[src/rtl/seq_gen.sv]
// -----------------------------------------------------------------------------
// seq_gen -- serial bit-sequence transmitter
//
// Loads a pattern of up to PAT_W bits and shifts it out MSB-first on x. Each
// bit is held for BIT_CYCLES clocks. The pattern is sent repeat_n+1 times, with
// gap idle bit-periods between repetitions. This is the driving end of the
// serial-detector interface and doubles as an on-chip pattern injector.
//
// Ports
//   clk       in   system clock, rising edge
//   reset     in   asynchronous active-low reset (0 = reset asserted)
//   start     in   transfer request, sampled only while idle
//   abort     in   synchronous abort of the transfer in progress
//   pattern   in   [PAT_W] bit pat_len-1 is sent first, bit 0 last
//   pat_len   in   [LEN_W] number of pattern bits, 1..PAT_W (larger clamps)
//   repeat_n  in   [CNT_W] extra repetitions; total sends = repeat_n+1
//   gap       in   [CNT_W] idle bit-periods between repetitions
//   x         out  serial data (registered)
//   x_valid   out  high while x carries a pattern bit (registered)
//   busy      out  high from start acceptance until completion (registered)
//   done      out  one-clock pulse on normal completion (registered)
// -----------------------------------------------------------------------------
module seq_gen #(
   parameter int   PAT_W      = 8,
   parameter int   LEN_W      = 4,
   parameter int   CNT_W      = 8,
   parameter int   BIT_CYCLES = 3,
   parameter logic IDLE_LEVEL = 1'b0
) (
   input  logic             clk,
   input  logic             reset,
   input  logic             start,
   input  logic             abort,
   input  logic [PAT_W-1:0] pattern,
   input  logic [LEN_W-1:0] pat_len,
   input  logic [CNT_W-1:0] repeat_n,
   input  logic [CNT_W-1:0] gap,
   output logic             x,
   output logic             x_valid,
   output logic             busy,
   output logic             done
);

   // Bit-period counter width; keep at least one bit when BIT_CYCLES == 1.
   localparam int               CYC_W    = (BIT_CYCLES > 1) ? $clog2(BIT_CYCLES) : 1;
   localparam logic [CYC_W-1:0] CYC_LAST = CYC_W'(BIT_CYCLES - 1);
   localparam logic [LEN_W-1:0] LEN_MAX  = LEN_W'(PAT_W);

   typedef enum logic [1:0] {
      S_IDLE,
      S_SEND,
      S_GAP
   } state_t;

   state_t           state;
   logic [PAT_W-1:0] pat_al_q;    // latched pattern, first bit moved to the MSB
   logic [PAT_W-1:0] shift_q;     // working copy, MSB is the bit now on x
   logic [LEN_W-1:0] len_q;       // effective (clamped) length
   logic [LEN_W-1:0] bits_left_q; // bits still to send after the current one
   logic [CNT_W-1:0] rep_left_q;  // repetitions still to send after this one
   logic [CNT_W-1:0] gap_q;       // latched gap length in bit-periods
   logic [CNT_W-1:0] gap_left_q;  // gap bit-periods remaining, including current
   logic [CYC_W-1:0] cyc_q;       // clock index within the current bit-period

   logic [LEN_W-1:0] eff_len;
   logic [PAT_W-1:0] aligned;
   logic [PAT_W-1:0] shift_nxt;
   logic             start_ok;
   logic             period_end;

   // NOTE: every signal driven here gets a value on every path (defaults or a
   // full if/else); leaving any path unassigned would infer a latch.
   always_comb begin
      eff_len    = (pat_len > LEN_MAX) ? LEN_MAX : pat_len;
      // Left-justify so the first bit to send always sits at PAT_W-1 and the
      // shifter never needs a variable index.
      aligned    = pattern << (LEN_MAX - eff_len);
      shift_nxt  = shift_q << 1;
      start_ok   = start && !abort && (pat_len != '0);
      period_end = (cyc_q == CYC_LAST);
   end

   // NOTE: sequential state uses non-blocking assignments only, so every
   // register samples the pre-edge value of every other register.
   always_ff @(posedge clk or negedge reset) begin
      if (!reset) begin
         state       <= S_IDLE;
         pat_al_q    <= '0;
         shift_q     <= '0;
         len_q       <= '0;
         bits_left_q <= '0;
         rep_left_q  <= '0;
         gap_q       <= '0;
         gap_left_q  <= '0;
         cyc_q       <= '0;
         x           <= IDLE_LEVEL;
         x_valid     <= 1'b0;
         busy        <= 1'b0;
         done        <= 1'b0;
      end else begin
         done <= 1'b0;
         case (state)
            S_IDLE: begin
               if (start_ok) begin
                  state       <= S_SEND;
                  pat_al_q    <= aligned;
                  shift_q     <= aligned;
                  len_q       <= eff_len;
                  bits_left_q <= eff_len - 1'b1;
                  rep_left_q  <= repeat_n;
                  gap_q       <= gap;
                  cyc_q       <= '0;
                  x           <= aligned[PAT_W-1];
                  x_valid     <= 1'b1;
                  busy        <= 1'b1;
               end
            end

            S_SEND: begin
               if (abort) begin
                  state   <= S_IDLE;
                  x       <= IDLE_LEVEL;
                  x_valid <= 1'b0;
                  busy    <= 1'b0;
               end else if (!period_end) begin
                  cyc_q <= cyc_q + 1'b1;
               end else begin
                  cyc_q <= '0;
                  if (bits_left_q != '0) begin
                     // Next lower pattern bit.
                     bits_left_q <= bits_left_q - 1'b1;
                     shift_q     <= shift_nxt;
                     x           <= shift_nxt[PAT_W-1];
                  end else if (rep_left_q != '0) begin
                     rep_left_q <= rep_left_q - 1'b1;
                     if (gap_q != '0) begin
                        state      <= S_GAP;
                        gap_left_q <= gap_q;
                        x          <= IDLE_LEVEL;
                        x_valid    <= 1'b0;
                     end else begin
                        // Zero gap: restart the pattern with no idle cycle.
                        shift_q     <= pat_al_q;
                        bits_left_q <= len_q - 1'b1;
                        x           <= pat_al_q[PAT_W-1];
                     end
                  end else begin
                     // Last bit of the last repetition.
                     state   <= S_IDLE;
                     x       <= IDLE_LEVEL;
                     x_valid <= 1'b0;
                     busy    <= 1'b0;
                     done    <= 1'b1;
                  end
               end
            end

            S_GAP: begin
               if (abort) begin
                  state   <= S_IDLE;
                  x       <= IDLE_LEVEL;
                  x_valid <= 1'b0;
                  busy    <= 1'b0;
               end else if (!period_end) begin
                  cyc_q <= cyc_q + 1'b1;
               end else begin
                  cyc_q <= '0;
                  if (gap_left_q == CNT_W'(1)) begin
                     state       <= S_SEND;
                     shift_q     <= pat_al_q;
                     bits_left_q <= len_q - 1'b1;
                     x           <= pat_al_q[PAT_W-1];
                     x_valid     <= 1'b1;
                  end else begin
                     gap_left_q <= gap_left_q - 1'b1;
                  end
               end
            end

            default: begin
               state   <= S_IDLE;
               x       <= IDLE_LEVEL;
               x_valid <= 1'b0;
               busy    <= 1'b0;
            end
         endcase
      end
   end

endmodule

[config.mk]
export PLATFORM = sky130hd
export DESIGN_NAME = seq_gen
export DESIGN_NICKNAME = d
export VERILOG_FILES = /design/src/rtl/seq_gen.sv
export SDC_FILE = /design/constraint.sdc
export NUM_CORES = 1
export LEC_CHECK = 0
export BUFFER_PORTS_ARGS = -buffer_cell sky130_fd_sc_hd__buf_2
export CAP_MARGIN = 5
export CORE_AREA = 2 2 86 88
export CTS_CLUSTER_DIAMETER = 50
export DETAILED_ROUTE_END_ITERATION = 12
export DIE_AREA = 0 0 88 90
export GPL_TIMING_DRIVEN = 0
export PLACE_DENSITY = 0.83
export SETUP_SLACK_MARGIN = 0.3
export SKIP_CTS_REPAIR_TIMING = 1
export SYNTH_ARGS = -nofsm -noshare
export SYNTH_HDL_FRONTEND = slang
export SYNTH_SLANG_ARGS = --single-unit
[constraint.sdc]
create_clock -name clk -period 3.6 [get_ports clk]
set_clock_uncertainty 0.2 [all_clocks]
set_input_delay 0.72 -clock clk [delete_from_list [all_inputs] [get_ports clk]]
set_output_delay 0.72 -clock clk [all_outputs]
set_load 0.02 [all_outputs]
==> metrics, run 1 <==
status=finished, final reports clean; Clock Pin Slew Worst Setup and Hold Paths=0.11 ns; total number of vias=3314; post-synthesis async set-or-reset flop share=100%; # IOs=36; die width=88 um; drt wl/cell=17.2 um; crit path max fanout=10; initial core utilization=52.8%; Power Total=3480 uW; WHS=0.233 ns; core area=7020 um2; worst r2r path cells=9; fmax=0.329 GHz; max-cap violation count=0; Comb power frac=55.9%; most repeated cell in the gate-level netlist after synthesis=dfrtp_1; ranking of synthesized cells by area=dfrtp_1 (37%), mux2_2 (5.2%), o21ai_0 (4.6%); gpl congestion=0.902; Syn. warnings=0; Slew Viols, Final=0; Worst R2R Start=state[0]; post-synth top area cell=dfrtp_1; Vias/cell=6.31; switching pwr=1590 uW; Hold Path Class=in2async; Pre-antenna DRT Iters=6; DP Wirelength=6540 um; die height=90 um; internal power=1890 uW; initial antenna violation count=0; peak supply drop=0.325 mV; Critical Path Start Type=input port; Mapped Area=3700 um2; predominant post-synthesis flop cell=dfrtp_1; fin nets=469; Reg power frac=33.3%; PortBufs=35; post-synthesis register bit count=55; Placed Cells=517; Skew-Pair Late Insertion Delay=0.32 ns; gr usage total=23.8%; vias in the first global route=3166; Slew @ Worst Pin=0.783 ns; switching share of total power=45.6%; Critical Path Sink Type=register; count of different cell masters after synthesis=72; Max-slew headroom=46.5%; CTS tree=done; Synth top cells by count=dfrtp_1 (55), o21ai_0 (34), nand2_1 (33), inv_1 (21), a21oi_1 (20); area share of the largest cell type after synthesis=37.2%; DR iter-0 viols=290; FF/Latch Area=1380 um2; cell count after synthesis=383; PwrDens=850 nW/um2; CTS Buf Count=5; final setup TNS=0 ns; CTS H-tree lvls=2; antenna viol nets, final=0; area occupied by multi-input gates=2160 um2; DRC viols=0; Leak=0.00171 uW; Root Driver=clkbuf_8; critical path class=in2reg; # fillers=593; syn_area_per_cell=9.67 um2; period utilization=84.4%; die area=7920 um2; Total Routed Length=9030 um; clock sink total=55; share of total power in the clock network=10.7%; first-pass GRT wire length=15200 um; syn_nets=427; EDFF count, synth=0; Clock Tree Buf Depth=2; pin count of the biggest net entering global routing=56; setup violators final=0; P&R area growth vs syn=10.7%; RSZ-0062 raised after global routing=false; fin cells=525; R2R Path End=gap_left_q[7]; register area share after synthesis=37.2%; Final Hold Fails=0; Rows=31; R2R setup slack=0.67 ns; antenna diode instance count=0; Worst EP arrival=3.03 ns; Req. time, crit path=3.59 ns; post-layout min period=3.04 ns; remaining global-route overflow=0; share of layout cells above drive strength 1=22.1%
power by group through the flow:
stage | logic [uW] | registers (uW) | clock network [uW]
after floorplan | 1500 | 1110 | 0
after global placement | 1850 | 1150 | 0
after detailed placement | 1930 | 1160 | 0
after CTS | 1940 | 1150 | 379
after global routing | 2160 | 1200 | 401
final | 1950 | 1160 | 375
cells in the final DEF, fill, tap and decap left out, types with 3 or more instances in the layout:
| cell | instances |
|---|---|
| a2111oi_0 | 4 |
| a211o_1 | 3 |
| a21oi_1 | 20 |
| a221oi_1 | 7 |
| and2_1 | 4 |
| buf_2 | 35 |
| clkbuf_1 | 14 |
| clkbuf_8 | 5 |
| dfrtp_1 | 55 |
| ha_1 | 12 |
| inv_1 | 21 |
| mux2_2 | 17 |
| mux2_4 | 5 |
| mux2i_1 | 8 |
| mux4_2 | 5 |
| nand2_1 | 33 |
| nand2b_1 | 4 |
| nand3_1 | 6 |
| nand4_1 | 5 |
| nor2_1 | 18 |
| nor2b_1 | 5 |
| nor3_1 | 15 |
| nor3b_1 | 3 |
| nor4_1 | 5 |
| o21ai_0 | 34 |
| o221ai_1 | 4 |
| o22ai_1 | 3 |
| o31a_1 | 3 |
| o31ai_1 | 3 |
| o41ai_1 | 4 |
| or3_1 | 4 |
| xnor2_1 | 3 |
final cells by class:
cell class	instances	area share, %
inverters	23	2.10
repair buffers	35	4.33
well taps	99	3.02
flip-flops and latches	55	33.6
plain buffers	18	1.98
clock inverters	3	0.641
multi-input cells	287	52.7
clock buffers	5	1.68
how the worst max path moves through the flow:
stage	startpoint	endpoint	slack [ns]
global route	pat_len[3]	x	0.44
global placement	pat_len[3]	x	0.17
CTS	pat_len[3]	x	0.46
floorplan	pat_len[0]	x	0.70
finish	pat_len[3]	x	0.56
detailed placement	pat_len[3]	x	0.13
registers in the layout, indices dropped and copies added (netlist names), 4 cells and up:
register     count
bits_left_q      4
gap_left_q       8
gap_q            8
len_q            4
pat_al_q         8
rep_left_q       8
shift_q          7
cell families (layout without fill, tap and decap cells):
logic type,count (synthesis),count (layout),share of synthesized area [%]
simple gates,123,123,18.4
compound gates,113,113,22.5
flops,55,55,37.2
buf+inv,41,84,4.49
mux,35,35,12.4
fa+ha+maj,12,12,4.05
xor+xnor,4,4,0.946
stage by stage:
step | worst slack (ns) | area, um2 | utilization (%)
floorplan | 0.699 | 3700 | -
global placement | 0.172 | 4000 | 57.0
detailed placement | 0.129 | 4000 | 57.0
CTS | 0.460 | 4100 | 58.4
global route | 0.441 | 4100 | 58.4
finish | 0.560 | 4100 | 58.4
worst max-delay path: stages:
cell and delay [ns]:
buf_2 0.14, nor2b_1 0.11, buf_4 0.17, inv_2 0.10
ha_1 0.39, clkbuf_2 0.26, inv_1 0.10, mux4_2 0.32
and4_1 0.23, o41ai_1 0.35, o21ai_0 0.15
per-layer routing:
metal	wire length [um]	vias up	track usage (%)
li1	-	1528	-
met1	3920	1616	33.2
met2	4380	145	37.1
met3	510	25	3.21
met4	222	0	9.74
met5	0	-	0
Note: power is estimated with default switching activity, not from simulation.
==> run 2, diff against run 1 <==
--- a/config.mk
+++ b/config.mk
@@ -12,7 +12,7 @@
 export DETAILED_ROUTE_END_ITERATION = 12
 export DIE_AREA = 0 0 88 90
 export GPL_TIMING_DRIVEN = 0
-export PLACE_DENSITY = 0.83
+export PLACE_DENSITY = 0.86
 export SETUP_SLACK_MARGIN = 0.3
 export SKIP_CTS_REPAIR_TIMING = 1
 export SYNTH_ARGS = -nofsm -noshare
==> constraint.sdc (replaced) <==
create_clock -name clk -period 2.63 [get_ports clk]
set_clock_uncertainty 0.2 [all_clocks]
set_input_delay 0.526 -clock clk [delete_from_list [all_inputs] [get_ports clk]]
set_output_delay 0.526 -clock clk [all_outputs]
set_load 0.02 [all_outputs]
==> run 2 against run 1 <==
Worst hold slack worse by 0.18 ns. Sequential power is 42% higher. Power is 61% higher. Clock power is 32% higher. Non-clock buffer count is 26 higher. Global-route usage is 0.43 points higher. Critical endpoint is now gap_left_q[4]. Largest cell class unchanged. Largest power group unchanged. Highest routed layer unchanged.
==> metrics, run 2 (synthesis results as in run 1) <==
DRC viols=0; WP depth=8; Max-slew headroom=39.8%; CP delay by family, top=simple AND/OR/NAND/NOR gates; Hold Path Class=in2async; CTS tree=done; setup violators final=0; Req. time, crit path=2.63 ns; CP peak stage delay=0.48 ns; PortBufs=35; worst r2r path cells=8; Slew Viols, Final=0; antenna viol nets, final=0; critical path class=reg2reg; Vias/cell=6.25; internal power=3080 uW; peak supply drop=0.471 mV; die width=88 um; clock sink total=55; PwrDens=1210 nW/um2; total number of vias=3442; Clock Tree Buf Depth=2; fmax=0.381 GHz; CTS H-tree lvls=2; fin nets=495; antenna diode instance count=0; max-cap violation count=0; vias in the first global route=3177; remaining global-route overflow=0; crit path max-delay cell type=or4b_4; crit path max fanout=6; sequence of cells on the critical path=inv_2 > ha_4 > or4b_4 > or2_4 > a31oi_4 > buf_6 > o22ai_1 > a221oi_1; Skew-Pair Late Insertion Delay=0.32 ns; share of total power in the clock network=8.8%; # fillers=522; CTS Buf Count=5; Root Driver=clkbuf_8; gr usage total=24.2%; Worst R2R Start=rep_left_q[1]; gpl congestion=0.931; crit path from=rep_left_q[1]; period utilization=99.9%; most common cell after layout, fill and taps aside=dfrtp_1; core area=7020 um2; pin count of the biggest net entering global routing=56; Comb power frac=61.9%; drt wl/cell=18.8 um; Pre-antenna DRT Iters=5; die height=90 um; Clock Pin Slew Worst Setup and Hold Paths=0.10 ns; Worst EP arrival=2.63 ns; status=finished, final reports clean; area post-placement=4060 um2; Total Routed Length=10400 um; initial antenna violation count=0; switching pwr=2540 uW; Power Total=5620 uW; initial core utilization=52.8%; WHS=0.0489 ns; Critical Path Sink Type=register; share of layout cells above drive strength 1=36.9%; Critical Path Start Type=register; Rows=31; RSZ-0062 raised after global routing=true; DR iter-0 viols=468; Final Cell Area=4640 um2; Leak=0.00194 uW; Slew @ Worst Pin=0.881 ns; post-layout min period=2.63 ns; crit path buf inv count=2; DP Wirelength=6570 um; Reg power frac=29.3%; switching share of total power=45.2%; first-pass GRT wire length=15500 um; commonest non-fill, non-tap cells in the layout=dfrtp_1 (54), buf_2 (34), o21ai_0 (32), nand2_1 (31), buf_4 (21); P&R area growth vs syn=25.3%; die area=7920 um2; Setup crit end=gap_left_q[4]; # IOs=36; R2R setup slack=0.003 ns; Final Hold Fails=0; R2R Path End=gap_left_q[4]
-- run 2: layout make-up --
type,instances,area [um2],share of cell area [%]
multi-input cells,287,2410,51.8
flip-flops and latches,55,1380,29.7
well taps,99,124,2.67
clock inverters,3,22.5,0.485
inverters,23,100,2.16
repair buffers,61,420,9.06
clock buffers,5,68.8,1.48
plain buffers,18,123,2.64
-- run 2: per-layer routing --
layer | share of wire [%] | global-route usage [%] | vias up
met3 | 5.0 | 3.12 | 35
met5 | 0 | 0 | -
met2 | 51 | 38.3 | 164
met4 | 2.7 | 9.10 | 0
li1 | - | - | 1577
met1 | 42 | 33.8 | 1666
-- run 2: metrics by stage --
stage	setup TNS (ns)	std cells	util [%]	setup slack, ns
detailed placement	-4.40	517	57.9	-0.297
CTS	-1.71	525	59.2	-0.211
global route	-0.526	551	66.1	-0.0549
global placement	-3.23	517	57.9	-0.252
floorplan	0	383	-	0.180
finish	0	551	66.1	0.00329
-- run 2: how the worst min path moves through the flow --
stage               slack [ns]   startpoint  cells after the start             end
floorplan                 0.03        reset                      0  bits_left_q[0]
global placement          0.27  pat_al_q[3]                      2     pat_al_q[3]
detailed placement        0.27         busy                      1            busy
CTS                       0.22       gap[3]                      2        gap_q[3]
global route              0.11        reset                      1        gap_q[0]
finish                    0.05        reset                      1        gap_q[0]
-- run 2: worst register-to-register path, delay by kind of cell, from the launching register on --
kind | cells | cell delay [ns]
adder cells (fa/ha/maj) | 1 | 0.14
AND/OR/NAND/NOR | 2 | 0.80
flip-flops | 1 | 0.43
AO/OA/AOI/OAI | 3 | 0.67
buffers and inverters | 2 | 0.27
-- run 2: power groups by stage --
stage                     Clock (uW)  Combinational (uW)  Sequential [uW]
after floorplan                    0                2090             1520
after global placement             0                2570             1570
after detailed placement           0                2680             1600
after CTS                        496                2690             1580
after global routing             530                3750             1690
final                            494                3480             1650
==> run 3, diff against run 2 <==
--- a/config.mk
+++ b/config.mk
@@ -12,7 +12,8 @@
 export DETAILED_ROUTE_END_ITERATION = 12
 export DIE_AREA = 0 0 88 90
 export GPL_TIMING_DRIVEN = 0
-export PLACE_DENSITY = 0.86
+export PLACE_DENSITY = 0.83
+export RECOVER_POWER = 50
 export SETUP_SLACK_MARGIN = 0.3
 export SKIP_CTS_REPAIR_TIMING = 1
 export SYNTH_ARGS = -nofsm -noshare
==> constraint.sdc (replaced) <==
create_clock -name clk -period 3.3 [get_ports clk]
set_clock_uncertainty 0.2 [all_clocks]
set_input_delay 0.66 -clock clk [delete_from_list [all_inputs] [get_ports clk]]
set_output_delay 0.66 -clock clk [all_outputs]
set_load 0.02 [all_outputs]
==> run 3 against run 2 <==
Clock power decreased by 17%. Utilization decreased by 7.4 points. Flip-flop and latch count unchanged. Count of clock-buffer cells in the layout unchanged. Register-to-register slack improved by 0.46 ns. Via count decreased by 3.7%. Die area unchanged. Largest power group unchanged.
==> metrics, run 3 (synthesis results as in run 1) <==
Final Cell Area=4120 um2; P&R area growth vs syn=11.2%; critical path class=in2reg; Worst Hold End=busy; core area=7020 um2; drt wl/cell=17.3 um; first-pass GRT wire length=15200 um; fin cells=525; CP peak stage delay=0.77 ns; HP Start=busy; vias in the first global route=3166; gr usage total=23.8%; Skew-Pair Late Insertion Delay=0.32 ns; Root Driver=clkbuf_8; most common cell after layout, fill and taps aside=dfrtp_1; Power Total=3820 uW; DRC viols=0; commonest non-fill, non-tap cells in the layout=dfrtp_1 (55), o21ai_0 (34), nand2_1 (33), buf_2 (33), inv_1 (21); period utilization=86.9%; Clock Tree Buf Depth=2; RSZ-0062 raised after global routing=false; DR iter-0 viols=256; Clock Pin Slew Worst Setup and Hold Paths=0.11 ns; CTS Buf Count=5; area post-placement=4000 um2; Total Routed Length=9090 um; status=finished, final reports clean; post-layout min period=2.87 ns; Worst R2R Start=state[1]; Max-slew headroom=9.36%; antenna viol nets, final=0; Final Hold Fails=0; Worst EP arrival=2.95 ns; sequence of cells on the critical path=buf_2 > nor2b_1 > buf_4 > inv_2 > ha_1 > clkbuf_2 > a2111oi_0 > mux2_2 > mux2_4; CTS tree=done; # IOs=36; # fillers=594; remaining global-route overflow=0; clock sink total=55; Leak=0.00171 uW; initial core utilization=52.8%; Final WS setup=0.431 ns; Vias/cell=6.31; crit path max-delay cell type=a2111oi_0; Req. time, crit path=3.38 ns; R2R setup slack=0.46 ns; setup violators final=0; die area=7920 um2; initial antenna violation count=0; gpl congestion=0.902; Rows=31; Pre-antenna DRT Iters=5; fmax=0.349 GHz; Critical Path Sink Type=register; peak supply drop=0.355 mV; pin count of the biggest net entering global routing=56; crit path max fanout=10; Placed Cells=517; WHS=0.297 ns; PwrDens=927 nW/um2; fin nets=469; antenna diode instance count=0; max-cap violation count=0; share of layout cells above drive strength 1=22.5%; Place WS=-0.111 ns; worst r2r path cells=8; R2R Path End=rep_left_q[2]; Slew @ Worst Pin=1.36 ns; Slew Viols, Final=0; Hold Path Class=reg2reg; PortBufs=35; Critical Path Start Type=input port; WHS Path Cells=1; die height=90 um; CTS H-tree lvls=2; die width=88 um; total number of vias=3314; FF/Latch Area=1380 um2; area occupied by multi-input gates=2180 um2; DP Wirelength=6540 um
==> run 3: cell types whose count changed in the layout (fill, tap and decap cells not counted), moves of 4 or more <==
cell and delta:
inv_2 -4, buf_4 -20, clkbuf_1 +10, buf_6 -9, inv_1 +6, clkbuf_4 -5
==> run 3: through the flow <==
| stage | util (%) | setup TNS (ns) |
|---|---|---|
| 6_report | 58.7 | 0 |
| 5_1_grt | 58.7 | 0 |
| 4_1_cts | 58.4 | 0 |
| 3_5_place_dp | 57.0 | -0.123 |
| 3_3_place_gp | 57.0 | -0.0683 |
| 2_1_floorplan | - | 0 |
==> run 3: power by group <==
part | total [uW] | switching (uW) | internal (uW)
Clock | 409 | 252 | 157
Combinational | 2140 | 1210 | 932
Sequential | 1270 | 280 | 986
Total | 3820 | 1750 | 2080
==> run 3: how the worst max path moves through the flow <==
stage	startpoint	end	slack, ns	cells after the start
2_1_floorplan	pat_len[0]	x	0.46	10
3_3_place_gp	pat_len[3]	x	-0.07	11
3_5_place_dp	pat_len[3]	x	-0.11	11
4_1_cts	pat_len[3]	x	0.22	11
5_1_grt	pat_len[3]	x	0.31	11
6_report	pat_len[3]	shift_q[1]	0.43	9
==> run 3: area by class of cell <==
type | count | area share [%]
Tap cell | 99 | 3.01
Multi-Input combinational cell | 287 | 52.9
Clock inverter | 3 | 0.638
Buffer | 18 | 2.03
Sequential cell | 55 | 33.4
Clock buffer | 5 | 1.67
Inverter | 23 | 2.19
Timing Repair Buffer | 35 | 4.19
==> run 3: critical path: cells and delay by family <==
kind / cells / cell delay [ns]
and+or+nand+nor: 1 / 0.11
AOI/OAI and AO/OA: 1 / 0.77
buffers and inverters: 4 / 0.63
adders and majority gates: 1 / 0.36
muxes: 2 / 0.41
==> run 3: layer usage <==
layer / vias to the layer above / part of all wire, % / track usage (%)
li1: 1529 / - / -
met1: 1614 / 44 / 33.2
met2: 143 / 48 / 37.1
met3: 28 / 5.2 / 3.21
met4: 0 / 2.6 / 9.74
met5: - / 0 / 0
